File: config.mk
export PLATFORM = sky130hd
export DESIGN_NAME = ram_block_arbiter_flat
export DESIGN_NICKNAME = d
export VERILOG_FILES = /design/src/rtl/ram_block_arbiter_if.sv /design/src/rtl/ram_block_arbiter.sv /design/src/flat_wrapper.sv
export SDC_FILE = /design/constraint.sdc
export NUM_CORES = 1
export LEC_CHECK = 0
export BUFFER_PORTS_ARGS = -buffer_cell sky130_fd_sc_hd__buf_4
export CAP_MARGIN = 20
export CORE_AREA = 2 2 68 70
export CTS_BUF_LIST = sky130_fd_sc_hd__clkbuf_16
export DETAILED_ROUTE_END_ITERATION = 10
export DIE_AREA = 0 0 70 72
export PLACE_DENSITY_LB_ADDON = 0.25
export SYNTH_ARGS = -nofsm -noshare
export SYNTH_HDL_FRONTEND = slang
export SYNTH_SLANG_ARGS = --single-unit
File: constraint.sdc
create_clock -name clk -period 2.1 [get_ports clk]
set_input_delay 0.105 -clock clk [delete_from_list [all_inputs] [get_ports clk]]
set_output_delay 0.105 -clock clk [all_outputs]
set_load 0.03 [all_outputs]
File: src/rtl/ram_block_arbiter_if.sv
// Block-level trigger/ready bundles used around ram_block_arbiter.
//
// ram_block_arbiter_if      : one client port (cmd + data + blk_done).
//   master modport = client side, slave modport = arbiter side.
// ram_block_arbiter_ram_if  : the RAMController port (cmd + data).
//   master modport = arbiter side, slave modport = controller side.
//
// Signals:
//   cmd_ready/cmd_trigger/cmd_block/cmd_write : block request handshake
//   data_ready/data_trigger                   : per-word handshake
//   data_write/data_read                      : 16-bit word in each direction
//   blk_done (client only)                    : one-cycle block-complete pulse

interface ram_block_arbiter_if #(
    parameter int BlockWidth = 21
);
    logic                  cmd_ready;
    logic                  cmd_trigger;
    logic [BlockWidth-1:0] cmd_block;
    logic                  cmd_write;
    logic                  data_ready;
    logic                  data_trigger;
    logic [15:0]           data_write;
    logic [15:0]           data_read;
    logic                  blk_done;

    modport master (
        input  cmd_ready,
        output cmd_trigger, cmd_block, cmd_write,
        input  data_ready,
        output data_trigger, data_write,
        input  data_read, blk_done
    );

    modport slave (
        output cmd_ready,
        input  cmd_trigger, cmd_block, cmd_write,
        output data_ready,
        input  data_trigger, data_write,
        output data_read, blk_done
    );
endinterface

interface ram_block_arbiter_ram_if #(
    parameter int BlockWidth = 21
);
    logic                  cmd_ready;
    logic                  cmd_trigger;
    logic [BlockWidth-1:0] cmd_block;
    logic                  cmd_write;
    logic                  data_ready;
    logic                  data_trigger;
    logic [15:0]           data_write;
    logic [15:0]           data_read;

    modport master (
        input  cmd_ready,
        output cmd_trigger, cmd_block, cmd_write,
        input  data_ready,
        output data_trigger, data_write,
        input  data_read
    );

    modport slave (
        output cmd_ready,
        input  cmd_trigger, cmd_block, cmd_write,
        output data_ready,
        input  data_trigger, data_write,
        output data_read
    );
endinterface

File: src/rtl/ram_block_arbiter.sv
// ram_block_arbiter: shares one RAMController between two block clients.
// A block is granted by round-robin command arbitration; the winner then owns
// the data path for exactly BlockSize word handshakes. All cmd/data paths are
// combinational pass-throughs.
//
// Ports:
//   clk  : system clock
//   rst  : asynchronous active-high reset
//   p0   : client port 0 (arbiter side of ram_block_arbiter_if)
//   p1   : client port 1 (arbiter side of ram_block_arbiter_if)
//   ram  : RAMController port (ram_block_arbiter_ram_if)

module ram_block_arbiter #(
    parameter int BlockWidth = 21,
    parameter int BlockSize  = 16
) (
    input  logic                    clk,
    input  logic                    rst,
    ram_block_arbiter_if.slave      p0,
    ram_block_arbiter_if.slave      p1,
    ram_block_arbiter_ram_if.master ram
);
    localparam int                  CntWidth = $clog2(BlockSize);
    localparam logic [CntWidth-1:0] LastWord = CntWidth'(BlockSize - 1);

    typedef enum logic {IDLE, BUSY} state_t;

    state_t              state;
    state_t              state_nxt;
    logic                owner;
    logic                last;
    logic [CntWidth-1:0] wcnt;
    logic [1:0]          blk_done;

    logic sel;
    logic sel_trigger;
    logic owner_trigger;
    logic cmd_fire;
    logic data_fire;

    // Tie goes to the port that did not win last time; reset value of last=1
    // lets port 0 win the first tie.
    assign sel           = (p0.cmd_trigger && p1.cmd_trigger) ? !last : p1.cmd_trigger;
    assign sel_trigger   = sel ? p1.cmd_trigger : p0.cmd_trigger;
    assign owner_trigger = owner ? p1.data_trigger : p0.data_trigger;
    assign cmd_fire      = !rst && (state == IDLE) && sel_trigger && ram.cmd_ready;
    assign data_fire     = !rst && (state == BUSY) && owner_trigger && ram.data_ready;

    always_ff @(posedge clk or posedge rst) begin
        if (rst) begin
            state <= IDLE;
        end else begin
            state <= state_nxt;
        end
    end

    always_comb begin
        state_nxt        = state;
        p0.cmd_ready     = 1'b0;
        p1.cmd_ready     = 1'b0;
        p0.data_ready    = 1'b0;
        p1.data_ready    = 1'b0;
        ram.cmd_trigger  = 1'b0;
        ram.data_trigger = 1'b0;
        ram.cmd_block    = sel ? p1.cmd_block : p0.cmd_block;
        ram.cmd_write    = sel ? p1.cmd_write : p0.cmd_write;
        ram.data_write   = owner ? p1.data_write : p0.data_write;
        p0.data_read     = ram.data_read;
        p1.data_read     = ram.data_read;
        p0.blk_done      = blk_done[0];
        p1.blk_done      = blk_done[1];

        // Handshake outputs stay low for the whole time rst is asserted.
        if (!rst) begin
            case (state)
                IDLE: begin
                    ram.cmd_trigger = sel_trigger;
                    if (sel) begin
                        p1.cmd_ready = ram.cmd_ready;
                    end else begin
                        p0.cmd_ready = ram.cmd_ready;
                    end
                    if (cmd_fire) begin
                        state_nxt = BUSY;
                    end
                end
                BUSY: begin
                    ram.data_trigger = owner_trigger;
                    if (owner) begin
                        p1.data_ready = ram.data_ready;
                    end else begin
                        p0.data_ready = ram.data_ready;
                    end
                    if (data_fire && (wcnt == LastWord)) begin
                        state_nxt = IDLE;
                    end
                end
                default: state_nxt = IDLE;
            endcase
        end
    end

    always_ff @(posedge clk or posedge rst) begin
        if (rst) begin
            owner    <= 1'b0;
            last     <= 1'b1;
            wcnt     <= '0;
            blk_done <= '0;
        end else begin
            blk_done <= '0;
            if (cmd_fire) begin
                owner <= sel;
                last  <= sel;
                wcnt  <= '0;
            end else if (data_fire) begin
                if (wcnt == LastWord) begin
                    wcnt            <= '0;
                    blk_done[owner] <= 1'b1;
                end else begin
                    wcnt <= wcnt + 1'b1;
                end
            end
        end
    end
endmodule
File: src/flat_wrapper.sv
// flat-port wrapper written by rule: the top's interface ports become plain ports
module ram_block_arbiter_flat 
#(
    parameter int BlockWidth = 21,
    parameter int BlockSize  = 16
)
  (clk, rst, p0_cmd_ready, p0_cmd_trigger, p0_cmd_block, p0_cmd_write, p0_data_ready, p0_data_trigger, p0_data_write, p0_data_read, p0_blk_done, p1_cmd_ready, p1_cmd_trigger, p1_cmd_block, p1_cmd_write, p1_data_ready, p1_data_trigger, p1_data_write, p1_data_read, p1_blk_done, ram_cmd_ready, ram_cmd_trigger, ram_cmd_block, ram_cmd_write, ram_data_ready, ram_data_trigger, ram_data_write, ram_data_read);
  ram_block_arbiter_if #(.BlockWidth(BlockWidth)) p0_i ();
  ram_block_arbiter_if #(.BlockWidth(BlockWidth)) p1_i ();
  ram_block_arbiter_ram_if #(.BlockWidth(BlockWidth)) ram_i ();
  input  logic clk;
  input  logic rst;
  output wire logic [$bits(p0_i.cmd_ready)-1:0] p0_cmd_ready;
  input wire logic [$bits(p0_i.cmd_trigger)-1:0] p0_cmd_trigger;
  input wire logic [$bits(p0_i.cmd_block)-1:0] p0_cmd_block;
  input wire logic [$bits(p0_i.cmd_write)-1:0] p0_cmd_write;
  output wire logic [$bits(p0_i.data_ready)-1:0] p0_data_ready;
  input wire logic [$bits(p0_i.data_trigger)-1:0] p0_data_trigger;
  input wire logic [$bits(p0_i.data_write)-1:0] p0_data_write;
  output wire logic [$bits(p0_i.data_read)-1:0] p0_data_read;
  output wire logic [$bits(p0_i.blk_done)-1:0] p0_blk_done;
  output wire logic [$bits(p1_i.cmd_ready)-1:0] p1_cmd_ready;
  input wire logic [$bits(p1_i.cmd_trigger)-1:0] p1_cmd_trigger;
  input wire logic [$bits(p1_i.cmd_block)-1:0] p1_cmd_block;
  input wire logic [$bits(p1_i.cmd_write)-1:0] p1_cmd_write;
  output wire logic [$bits(p1_i.data_ready)-1:0] p1_data_ready;
  input wire logic [$bits(p1_i.data_trigger)-1:0] p1_data_trigger;
  input wire logic [$bits(p1_i.data_write)-1:0] p1_data_write;
  output wire logic [$bits(p1_i.data_read)-1:0] p1_data_read;
  output wire logic [$bits(p1_i.blk_done)-1:0] p1_blk_done;
  input wire logic [$bits(ram_i.cmd_ready)-1:0] ram_cmd_ready;
  output wire logic [$bits(ram_i.cmd_trigger)-1:0] ram_cmd_trigger;
  output wire logic [$bits(ram_i.cmd_block)-1:0] ram_cmd_block;
  output wire logic [$bits(ram_i.cmd_write)-1:0] ram_cmd_write;
  input wire logic [$bits(ram_i.data_ready)-1:0] ram_data_ready;
  output wire logic [$bits(ram_i.data_trigger)-1:0] ram_data_trigger;
  output wire logic [$bits(ram_i.data_write)-1:0] ram_data_write;
  input wire logic [$bits(ram_i.data_read)-1:0] ram_data_read;
  assign p0_cmd_ready = p0_i.cmd_ready;
  assign p0_i.cmd_trigger = p0_cmd_trigger;
  assign p0_i.cmd_block = p0_cmd_block;
  assign p0_i.cmd_write = p0_cmd_write;
  assign p0_data_ready = p0_i.data_ready;
  assign p0_i.data_trigger = p0_data_trigger;
  assign p0_i.data_write = p0_data_write;
  assign p0_data_read = p0_i.data_read;
  assign p0_blk_done = p0_i.blk_done;
  assign p1_cmd_ready = p1_i.cmd_ready;
  assign p1_i.cmd_trigger = p1_cmd_trigger;
  assign p1_i.cmd_block = p1_cmd_block;
  assign p1_i.cmd_write = p1_cmd_write;
  assign p1_data_ready = p1_i.data_ready;
  assign p1_i.data_trigger = p1_data_trigger;
  assign p1_i.data_write = p1_data_write;
  assign p1_data_read = p1_i.data_read;
  assign p1_blk_done = p1_i.blk_done;
  assign ram_i.cmd_ready = ram_cmd_ready;
  assign ram_cmd_trigger = ram_i.cmd_trigger;
  assign ram_cmd_block = ram_i.cmd_block;
  assign ram_cmd_write = ram_i.cmd_write;
  assign ram_i.data_ready = ram_data_ready;
  assign ram_data_trigger = ram_i.data_trigger;
  assign ram_data_write = ram_i.data_write;
  assign ram_i.data_read = ram_data_read;
  ram_block_arbiter #(.BlockWidth(BlockWidth), .BlockSize(BlockSize)) u_core (.clk(clk), .rst(rst), .p0(p0_i), .p1(p1_i), .ram(ram_i));
endmodule
==> summary by stage, run 1 <==
Logic synthesis
The synthesized area is 0.00118 mm2. The dominant cell type by area after synthesis is sky130_fd_sc_hd__mux2_2. The count of yosys warnings during synthesis is 0.

Of the synthesized area, sequential elements account for 0.191. The simple-gate share of the synthesized area is 0.109. Synthesis produced a netlist with a net count of 224. A synthesized cell averages 9.62 um2.

Of the total synthesized cell area, the portion taken by full adders, half adders and majority gates is 0.0106. Counting flops and latches in the post-synthesis netlist gives 9. After synthesis, the largest family of logic cells by area is multiplexers. Of the total synthesized cell area, the portion taken by XOR and XNOR cells is 0. Among all flip-flop cells after synthesis, the most frequent one is sky130_fd_sc_hd__dfrtp_1. The number of standard cells after synthesis is 123.

Of the post-synthesis cell area, the dominant cell type holds 0.371. The complex-gate fraction of the synthesized area is 0.0782. The multiplexer area fraction after synthesis is 0.379. Yosys mapped a number of flops with a built-in enable equal to 0. By area the synthesized netlist is led by sky130_fd_sc_hd__mux2_2 (37%), sky130_fd_sc_hd__buf_4 (21%), sky130_fd_sc_hd__dfrtp_1 (17%). The number of distinct library cells after synthesis is 30. The fraction of registers with async set/reset is 1.00.

Timing
The count of endpoints failing setup in the final report is 0. Across the routed clock network, the largest skew measured is 0.00155 ns. Timing would allow up to 609 MHz. The final count of pins violating max slew came to 0.

The worst relative slew slack is 0.765. In the finished design, the share of the clock period the worst path needs comes to 0.782. The final number of hold-violating endpoints is 0. The measured slew at the worst slew-check pin is 0.352 ns. The total negative slack for setup checks is 0 ns. The final worst hold slack is 0.0483 ns. Setup repair after global routing left no endpoint under its margin. The time the final worst path needs with I/O delays and setup is 1.64 ns.

Finish
In the final layout, the share of cells above drive strength 1 is 0.796. The number of standard cells in the layout, taps in and fillers out is 277. The count of inserted antenna diode cells is 0.

The number of nets in the finished design is 327. Once layout is complete, the utilization of the core stands at 0.487. After routing the design area is 0.00208 mm2.

The layout overhead on the synthesized area is 75.5%.

Clocking
Once the clock tree was built, the resizer swapped 0 gates to a different size. The post-CTS setup buffer count is 0. The buffer type at the clock tree root is sky130_fd_sc_hd__clkbuf_16. TritonCTS built the clock tree. The number of hold buffers added after cts is 1. The clock insertion delay at the later pin of the skew report is 0.24 ns. The buffer depth of the longest clock path is 2. The clock input transition at the sequential cells of the worst setup and hold paths is 0.04 ns. The number of sinks handled by clock tree synthesis is 9.

In this run, CTS created clock tree buffers numbering 3. CTS built an H-tree with a depth of 1.

Worst setup path
Data arrives at the worst endpoint at 1.54 ns. The cell family with the largest share of critical-path delay is buffers and inverters. The data required time of the critical path is 2.00 ns. Walking the worst path, the cells encountered are a21boi_2 -> buf_4 -> mux2_2 -> buf_4. The endpoint kind of the worst setup timing path is a primary output.

The most numerous cell on the critical path is sky130_fd_sc_hd__buf_4. The critical path in this run is classified as register to primary output. The count of buffer and inverter cells on the critical path is 2. On the worst path, the slowest cell contributes a delay of 0.37 ns. In this run the worst path has a maximum fanout of 18.

The slowest stage of the critical path belongs to the cell sky130_fd_sc_hd__dfstp_2. The category of the worst setup path launch point is a register.

Global route
In this run the most used layer during global routing was met2. The total global routing track utilization is 0.149. For this run, global-route usage on met2 was measured as 0.295. For this run the aggregate overflow at the end of global routing stands at 0. The global-route track usage on met3 is 0.0639. Entering global routing, the biggest net connects 19 pins. The via count of the first global-routing pass was 1,338.

The number of antenna violations at the first check in global routing was 0. The first-pass GRT wire length is 6.02 mm. For met1 alone, demand over resource in global routing was 0.133.

Drt
In the routed design, unresolved DRC markers number 0. The first detailed-routing pass took 4 iterations. The routed wirelength normalized by instance count is 14.2 um. The antenna violation net count after detailed routing is 0.

The post-detailed-route via-to-cell ratio is 4.77. The via count of the routed design is 1,320. The final wirelength is 3.93 mm. For this block, the initial DRC count from the detailed router was 13.

Floorplan
The standard cell core area is 0.00426 mm2. The number of rows created at floorplan is 24. The overall die height is 72 um. Measured along the x axis, the die boundary spans 70 um. For this configuration, the core starts out at a cell density of 0.278.

The die covers 0.00504 mm2. 178 I/O pins were placed.

Power and ir drop
For this design the static power due to leakage is 1.07 nW. The internal power of the cells totals 0.971 mW. The worst supply voltage drop on vdd is 0.000326 V. Of the total power, the share spent switching nets is 0.401.

Of the total power, combinational logic draws 0.626. The fraction of power consumed by the clock network is 0.206. The power per unit of standard cell area is 780 mW/mm2. Summed over all nets, the switching power comes to 0.650 mW. The relative contribution of sequential cells to total power is 0.168.

Placed design
Port buffering added 129 buffers. The placed instance area is 0.00199 mm2. Counting tap cells, the placed design contains a total of 272 instances. Once detailed placement completed, the half-perimeter wirelength came to 3.44 mm.

The final weighted congestion of routability-driven global placement is 0.730.

Outcome
The flow ran to the end, and the final reports show no timing, DRC or antenna violations.

Worst hold path
In this run the worst hold path is classified as primary input to register.

Run
The total of max-cap violations is 0.
==> synth_stat cells (2+ instances only) <==
cell and count:
sky130_fd_sc_hd__nor3b_1 2, sky130_fd_sc_hd__a31oi_1 2, sky130_fd_sc_hd__a22o_1 2, sky130_fd_sc_hd__nand3b_1 2, sky130_fd_sc_hd__and3_1 3, sky130_fd_sc_hd__buf_2 3, sky130_fd_sc_hd__a21oi_1 4, sky130_fd_sc_hd__buf_4 33
sky130_fd_sc_hd__dfrtp_1 8, sky130_fd_sc_hd__inv_1 2, sky130_fd_sc_hd__nor2_1 4, sky130_fd_sc_hd__and2_1 2, sky130_fd_sc_hd__mux2_2 39
==> final timing paths <==
kind | startpoint | slack [ns] | cells after the start | end
min in group asynchronous | rst | 0.43 | 3 | u_core.state
worst min register to register | u_core.wcnt[3] | 0.53 | 1 | u_core.wcnt[3]
worst max register to register | u_core.state | 0.70 | 3 | u_core.wcnt[3]
worst max-delay path | u_core.last | 0.46 | 4 | ram_cmd_block[5]
max in group asynchronous | rst | 1.37 | 3 | u_core.last
worst min-delay path | p0_cmd_trigger | 0.05 | 2 | u_core.last
==> registers in the layout, indices dropped and copies added (netlist names) <==
| register | cells |
|---|---|
| u_core.owner | 1 |
| u_core.blk_done | 2 |
| u_core.last | 1 |
| u_core.state | 1 |
| u_core.wcnt | 4 |
==> routing by layer <==
layer / up-vias / part of all wire
met5: - / 0
met4: 0 / 0.014
met3: 4 / 0.16
met2: 116 / 0.53
met1: 587 / 0.30
li1: 613 / -
==> placed cells by master, fill, tap and decap left out, drive strengths merged, types with 2 or more instances in the layout <==
cell / count
buf: 134
mux2: 39
dfrtp: 8
a21oi: 4
nor2: 4
inv: 3
and3: 3
clkbuf: 3
nor3b: 2
a31oi: 2
nand3b: 2
and2: 2
a22o: 2
==> layout make-up <==
class	count	area (um2)
fill	424	2190
timing repair buffer	135	1020
multi-input combinational	75	683
sequential	9	226
clock buffer	3	75.1
tap	52	65.1
inverter	2	7.51
clock inverter	1	3.75
==> through the flow <==
stage	setup slack [ns]	total power, mW
final	0.457	1.62
after global routing	0.369	1.72
after CTS	0.442	1.64
after detailed placement	0.699	1.30
after global placement	0.690	1.29
after floorplan	0.608	1.03
==> logic make-up after synthesis <==
kind of cell	count (synthesis)
AND/OR/NAND/NOR	21
flip-flops	9
buffers and inverters	39
multiplexers	40
AO/OA/AOI/OAI	13
adder cells (fa/ha/maj)	1
==> power groups by stage <==
stage	sequential (mW)	clock [mW]	combinational, mW
finish	0.272	0.334	1.01
global route	0.281	0.349	1.09
CTS	0.272	0.335	1.03
detailed placement	0.271	0	1.02
global placement	0.271	0	1.02
floorplan	0.257	0	0.772
Power figures use the tool's default switching activity.
==> run 2, diff against run 1 <==
--- a/config.mk
+++ b/config.mk
@@ -7,10 +7,11 @@
 export LEC_CHECK = 0
 export BUFFER_PORTS_ARGS = -buffer_cell sky130_fd_sc_hd__buf_4
 export CAP_MARGIN = 20
-export CORE_AREA = 2 2 68 70
+export CORE_ASPECT_RATIO = 0.9
+export CORE_MARGIN = 2
+export CORE_UTILIZATION = 27
 export CTS_BUF_LIST = sky130_fd_sc_hd__clkbuf_16
 export DETAILED_ROUTE_END_ITERATION = 10
-export DIE_AREA = 0 0 70 72
 export PLACE_DENSITY_LB_ADDON = 0.25
 export SYNTH_ARGS = -nofsm -noshare
 export SYNTH_HDL_FRONTEND = slang
==> constraint.sdc (replaced) <==
create_clock -name clk -period 1.36 [get_ports clk]
set_input_delay 0.068 -clock clk [delete_from_list [all_inputs] [get_ports clk]]
set_output_delay 0.068 -clock clk [all_outputs]
set_load 0.03 [all_outputs]
==> summary by stage, run 2 (synthesized netlist as in run 1, its figures left out) <==
Finish
For this run, the post-layout net count is 340. The area used by multi-input combinational logic is 785 um2. The layout overhead on the synthesized area is 110%. The area of all placed cells without fillers is 0.00249 mm2. The number of flip-flops under the largest register name is 4. Summing all flip-flop and latch instances after layout gives 228 um2. The register with the highest flop count is u_core.wcnt.

The number of fill cells in the layout is 372. The count of inserted antenna diode cells is 0. The final standard cell utilization of the core is 0.598. The largest registers in the layout are u_core.wcnt: 4 flops, u_core.blk_done: 2 flops. Leaving out fill and tap cells, the most frequent cells in the layout are sky130_fd_sc_hd__buf_4 (96), sky130_fd_sc_hd__buf_6 (50), sky130_fd_sc_hd__mux2_2 (22).

The most common cell after layout, fill and taps aside is sky130_fd_sc_hd__buf_4. In the final layout, the share of cells above drive strength 1 is 0.849.

Global route
Summed over all layers, the global routing overflow is 0. Across every metal layer, demand over resource in global routing totals 0.181. The largest net degree at the start of global routing is 18. The number of antenna violations at the first check in global routing is 0.

The first-pass GRT wire length is 6.65 mm. The via count of the first global-routing pass was 1,447.

Drt
In the routed layout, each cell is associated on average with a via count of 4.59. For this block, the via count after detailed routing is 1,368. After detailed routing, the number of remaining DRC violations is 0. The detailed-router iteration count before antenna repair is 3. The antenna violation net count after detailed routing is 0. Dividing the detail-routed wire length by the instance count gives 15.8 um. After detailed routing, the total wire length is 4.70 mm. The detailed router finished its first iteration with 33 violations.

Clocking
The tree built by TritonCTS fans out to 9 sinks. The later pin in the worst-skew pair is clocked with a latency of 0.24 ns. The buffer type at the clock tree root is sky130_fd_sc_hd__clkbuf_16. The clock input transition at the sequential cells of the worst setup and hold paths is 0.04 ns. In this run, CTS created clock tree buffers numbering 3. TritonCTS built the clock tree. The buffer depth of the longest clock path is 2.

The maximum level of the CTS H-tree is 1.

Worst setup path
For the worst setup path, the data required time is 1.29 ns. The type of the worst setup path is register to primary output. The end of the worst register-to-register path is u_core.wcnt[3]. The worst reg-to-reg path cell count is 4. The startpoint of the lowest-slack register-to-register path is u_core.owner. Across all register-to-register paths, the minimum setup slack is -0.09 ns.

The maximum net fanout on the critical path is 17. The category of the worst setup path launch point is a register. At the worst endpoint, the arrival time is 1.46 ns.

STA classifies the critical path endpoint as a primary output.

Outcome
The run finished, with violations left. The final reports fail on setup timing.

Floorplan
The standard cell core area is 0.00416 mm2. The number of rows created at floorplan is 22. The I/O pin total is 178. The chip width is 73.8 um.

The die covers 0.00493 mm2. The overall die height is 66.8 um. For this configuration, the core starts out at a cell density of 0.285.

Timing
The final worst hold slack is 0.0301 ns. The worst relative slew slack is 0.830. The count of endpoints failing setup in the final report is 41.

The setup slack of the critical path after layout is -0.167 ns. Setup repair after global routing could not meet its margin everywhere. The time the final worst path needs with I/O delays and setup is 1.53 ns. The final count of pins violating max slew came to 0. The final number of hold-violating endpoints was 0. For the final routed database, the setup TNS stands at -3.71 ns. Based on the critical path, the design can be clocked at up to 655 MHz. The measured slew at the worst slew-check pin is 0.253 ns. The worst clock skew is 0.00254 ns. The share of the clock period used by the worst path is 1.12.

Worst hold path
The worst hold path begins at p0_cmd_trigger. The worst hold path belongs to the class primary input to register. For hold timing, the worst endpoint is u_core.last. The worst hold path stage count is 2.

Placed design
The worst slack at placement is -0.0175 ns. In this run the tool buffered the top-level ports with 129 buffer cells. The detailed-placement wirelength estimate is 3.58 mm. The final weighted congestion of routability-driven global placement is 0.823. The placed instance area is 0.00205 mm2.

Power and ir drop
The analysis attributes to net switching a power of 1.16 mW. Internal power comes to 1.88 mW. The power per unit of standard cell area is 1220 mW/mm2. The fraction of power consumed by the clock network is 0.170. Of the total power, combinational logic draws 0.691.

Of the total power, the share spent switching nets is 0.383. In this run the static leakage power is 1.27 nW. The share of total power dissipated in sequential elements is 0.139. The worst supply voltage drop on vdd is 0.000608 V.

Run
Max-cap violations in this run came to 0.
[run 2: worst max path at each step]
| stage | start | slack, ns | endpoint | cells after the start |
|---|---|---|---|---|
| global route | u_core.last | -0.21 | ram_cmd_block[17] | 4 |
| global placement | u_core.wcnt[0] | 0.007 | u_core.wcnt[3] | 4 |
| CTS | u_core.last | -0.16 | ram_cmd_block[2] | 4 |
| detailed placement | u_core.wcnt[0] | -0.02 | u_core.wcnt[3] | 4 |
| floorplan | u_core.wcnt[0] | -0.03 | u_core.wcnt[3] | 4 |
| finish | u_core.last | -0.17 | ram_cmd_block[18] | 4 |
[run 2: through the flow]
| step | std cells | power, mW |
|---|---|---|
| after detailed placement | 284 | 2.08 |
| after global routing | 298 | 3.19 |
| after global placement | 284 | 2.07 |
| after floorplan | 123 | 1.61 |
| after CTS | 297 | 2.97 |
| final | 298 | 3.04 |
[run 2: area by class of cell]
class	instances	share of cell area
clock buffers	3	0.0302
clock inverters	1	0.00151
inverters	2	0.00302
multi-input cells	75	0.315
flip-flops and latches	9	0.0915
well taps	60	0.0302
repair buffers	148	0.528
[run 2: routing by layer]
metal  global-route usage  share of wire  up-vias
met5                    0              0        -
met4               0.0568          0.013        0
met3               0.0726           0.12        8
met2                0.355           0.55      101
met1                0.167           0.31      622
li1                     -              -      637
[run 2: power groups by stage]
stage | registers (mW) | logic [mW] | clock network, mW
6_report | 0.423 | 2.10 | 0.518
5_1_grt | 0.428 | 2.22 | 0.543
4_1_cts | 0.419 | 2.03 | 0.525
3_5_place_dp | 0.409 | 1.67 | 0
3_3_place_gp | 0.405 | 1.67 | 0
2_1_floorplan | 0.400 | 1.21 | 0
[run 2: critical path, stage by stage (launching register included)]
cell and delay (ns):
sky130_fd_sc_hd__dfstp_2 0.38, sky130_fd_sc_hd__a21boi_4 0.18, sky130_fd_sc_hd__buf_12 0.18, sky130_fd_sc_hd__mux2_2 0.35, sky130_fd_sc_hd__buf_6 0.14
[run 2: timing repair]
item | in CTS | in global routing
setup buffers | 7 | 1
hold endpoints to repair | 8 | 0
setup endpoints to repair | 42 | 47
gates resized for setup | 57 | 19
hold buffers | 1 | 0
cloned | 1 | 0
pin swaps | 1 | 4
==> run 3, diff against run 2 <==
--- a/config.mk
+++ b/config.mk
@@ -13,6 +13,7 @@
 export CTS_BUF_LIST = sky130_fd_sc_hd__clkbuf_16
 export DETAILED_ROUTE_END_ITERATION = 10
 export PLACE_DENSITY_LB_ADDON = 0.25
+export REMOVE_ABC_BUFFERS = 1
 export SYNTH_ARGS = -nofsm -noshare
 export SYNTH_HDL_FRONTEND = slang
 export SYNTH_SLANG_ARGS = --single-unit
==> summary by stage, run 3 (synthesized netlist as in run 1, its figures left out) <==
Floorplan
In this run the horizontal extent of the chip is 73.8 um. The effective utilization at floorplan is 0.285. Measured along the y axis, the die boundary spans 66.8 um. The overall die area is 0.00493 mm2. In this run the core area contains 22 standard-cell rows. The I/O pin total is 178. The standard cell core area is 0.00416 mm2.

Global route
For met1 alone, demand over resource in global routing was 0.189. The number of antenna violations at the first check in global routing is 0. The via count of the first global-routing pass is 1,449.

Across every metal layer, demand over resource in global routing totals 0.238. For this run, global-route usage on met3 was measured as 0.150. The largest net degree at the start of global routing is 16. The global routing stage identified its most utilized layer as met2. For this run, global-route usage on met2 was measured as 0.459. The first global-routing pass estimated 8.14 mm of wire.

The remaining global-route overflow is 0.

Clocking
The maximum level of the CTS H-tree is 1. The CTS tree is yes. The root buffer cell chosen for the clock tree is sky130_fd_sc_hd__clkbuf_16.

The buffer depth of the longest clock path is 2. The clock input transition at the sequential cells of the worst setup and hold paths is 0.04 ns. The clock insertion delay at the later pin of the skew report is 0.23 ns.

The number of sinks handled by clock tree synthesis is 9. The CTS buffer count is 3.

Finish
The final standard cell utilization of the core is 0.607. The area growth from synthesis to layout is 113%. The register with the highest flop count is u_core.wcnt. The register with the most flip-flops in the layout has 4 of them.

In the final layout, the registers with the most flip-flops are u_core.wcnt: 4 flops, u_core.blk_done: 2 flops. The area of all placed cells without fillers is 0.00252 mm2. The number of nets in the finished design is 341. 0 antenna diodes ended up in the layout. Of the cells placed in the final design, the portion with a size suffix greater than 1 is 0.854. The top cell types in the final layout, fill and taps aside, are sky130_fd_sc_hd__buf_4 (101), sky130_fd_sc_hd__buf_6 (44), sky130_fd_sc_hd__mux2_4 (22).

Leaving out fill and tap cells, the most frequent cell in the layout is sky130_fd_sc_hd__buf_4.

Timing
The worst clock skew is 0.00259 ns. Setup repair after global routing could not meet its margin everywhere. Setup violations remaining at the end of the flow were counted as 37. Across all setup checks in the final design, the least slack found is -0.155 ns. The share of the clock period used by the worst path is 1.11. The worst relative slew slack is 0.842. The final count of pins violating max slew is 0. The total negative slack for setup checks is -3.93 ns. The final number of hold-violating endpoints came to 0. For the pin with the worst max-slew slack, the measured transition is 0.234 ns. For the finished layout, the period the worst path requires is 1.51 ns. The highest clock frequency the design can meet is 660 MHz.

Drt
The routed wirelength normalized by instance count is 20.7 um. The antenna violation net count after detailed routing is 0. The via count of the routed design is 1,389.

Using the TritonRoute via totals, the vias-per-cell ratio works out to 4.65. The DRC violations left is 0. After detailed routing, the total wire length is 6.19 mm. For this run, the detailed router's first-pass iteration total came to 4.

The detailed router finished its first iteration with 33 violations.

Worst setup path
The maximum net fanout on the critical path is 15. Among all stages on the critical path, the largest delay is contributed by sky130_fd_sc_hd__dfstp_2. The worst setup path is captured at a primary output. The number of buffers and inverters on the critical path is 2. For the worst setup path, the data required time is 1.29 ns. The worst stage delay on the critical path is 0.38 ns. The category of the worst setup path launch point is a register. The arrival time reported for the critical path endpoint is 1.45 ns. The worst setup path is of the register to primary output kind. For the worst flop-to-flop path, the logic depth is 5. The critical path goes through a21boi_4 -> buf_12 -> mux2_2 -> buf_6. The cell family with the largest share of critical-path delay is flip-flops. The number of gates on the worst path with buffers counted is 4.

Power and ir drop
The post-route total power is 3.11 mW. The leakage component of the power is 1.29 nW. The power per unit of standard cell area is 1230 mW/mm2. The worst supply voltage drop on vdd is 0.000593 V.

Placed design
During placement, the flow inserted port buffers numbering 129. The final weighted congestion of routability-driven global placement is 0.869. OpenSTA, run right after detailed placement, puts the worst setup slack at 0.00962 ns.

The placed instance area is 0.00207 mm2. The detailed-placement wirelength estimate is 4.97 mm.

Outcome
The checks that failed: setup timing. The run finished, with violations left.

Worst hold path
The type of the tightest min-delay check is primary input to register. The worst hold path stage count is 2.

Run
The tool flagged a number of max-cap violations equal to 0.
## run 3: final cells by class
| class | count | area, um2 |
|---|---|---|
| clock inverters | 1 | 3.75 |
| inverters | 2 | 7.51 |
| fillers | 367 | 1640 |
| repair buffers | 149 | 1320 |
| multi-input cells | 75 | 813 |
| well taps | 60 | 75.1 |
| clock buffers | 3 | 75.1 |
| flip-flops and latches | 9 | 228 |
## run 3: path summary, 6_finish.rpt
check / startpoint / end / slack (ns)
worst max-delay path: u_core.last / ram_cmd_block[19] / -0.15
worst min-delay path: p0_cmd_trigger / u_core.last / 0.03
worst max register to register: u_core.owner / u_core.wcnt[2] / -0.07
worst min register to register: u_core.wcnt[3] / u_core.wcnt[3] / 0.57
max in group asynchronous: rst / u_core.last / 0.71
min in group asynchronous: rst / u_core.state / 0.43
## run 3: routing by layer
layer	vias to the layer above	part of all wire
li1	637	-
met1	616	0.28
met2	124	0.52
met3	10	0.17
met4	2	0.022
met5	-	0.0074
## run 3: what timing repair did
action                     in CTS  in global routing
gates cloned                    1                  0
hold endpoints to repair        8                  0
pin swaps                       5                  2
resized for setup              61                 21
hold buffers                    1                  0
setup endpoints to repair      42                 49
buffers inserted                5                  1
## run 3: report_power, final
part / switching [mW] / internal, mW / leakage (nW)
registers: 0.0710 / 0.350 / 0.113
logic: 0.999 / 1.18 / 1.13
clock network: 0.125 / 0.384 / 0.0423
total: 1.20 / 1.92 / 1.29
## run 3: through the flow
stage / hold slack, ns / instances
2_1_floorplan: -0.0996 / 86
3_3_place_gp: 0.102 / 288
3_5_place_dp: 0.110 / 288
4_1_cts: 0.0254 / 299
5_1_grt: 0.0470 / 299
6_report: 0.0278 / 299
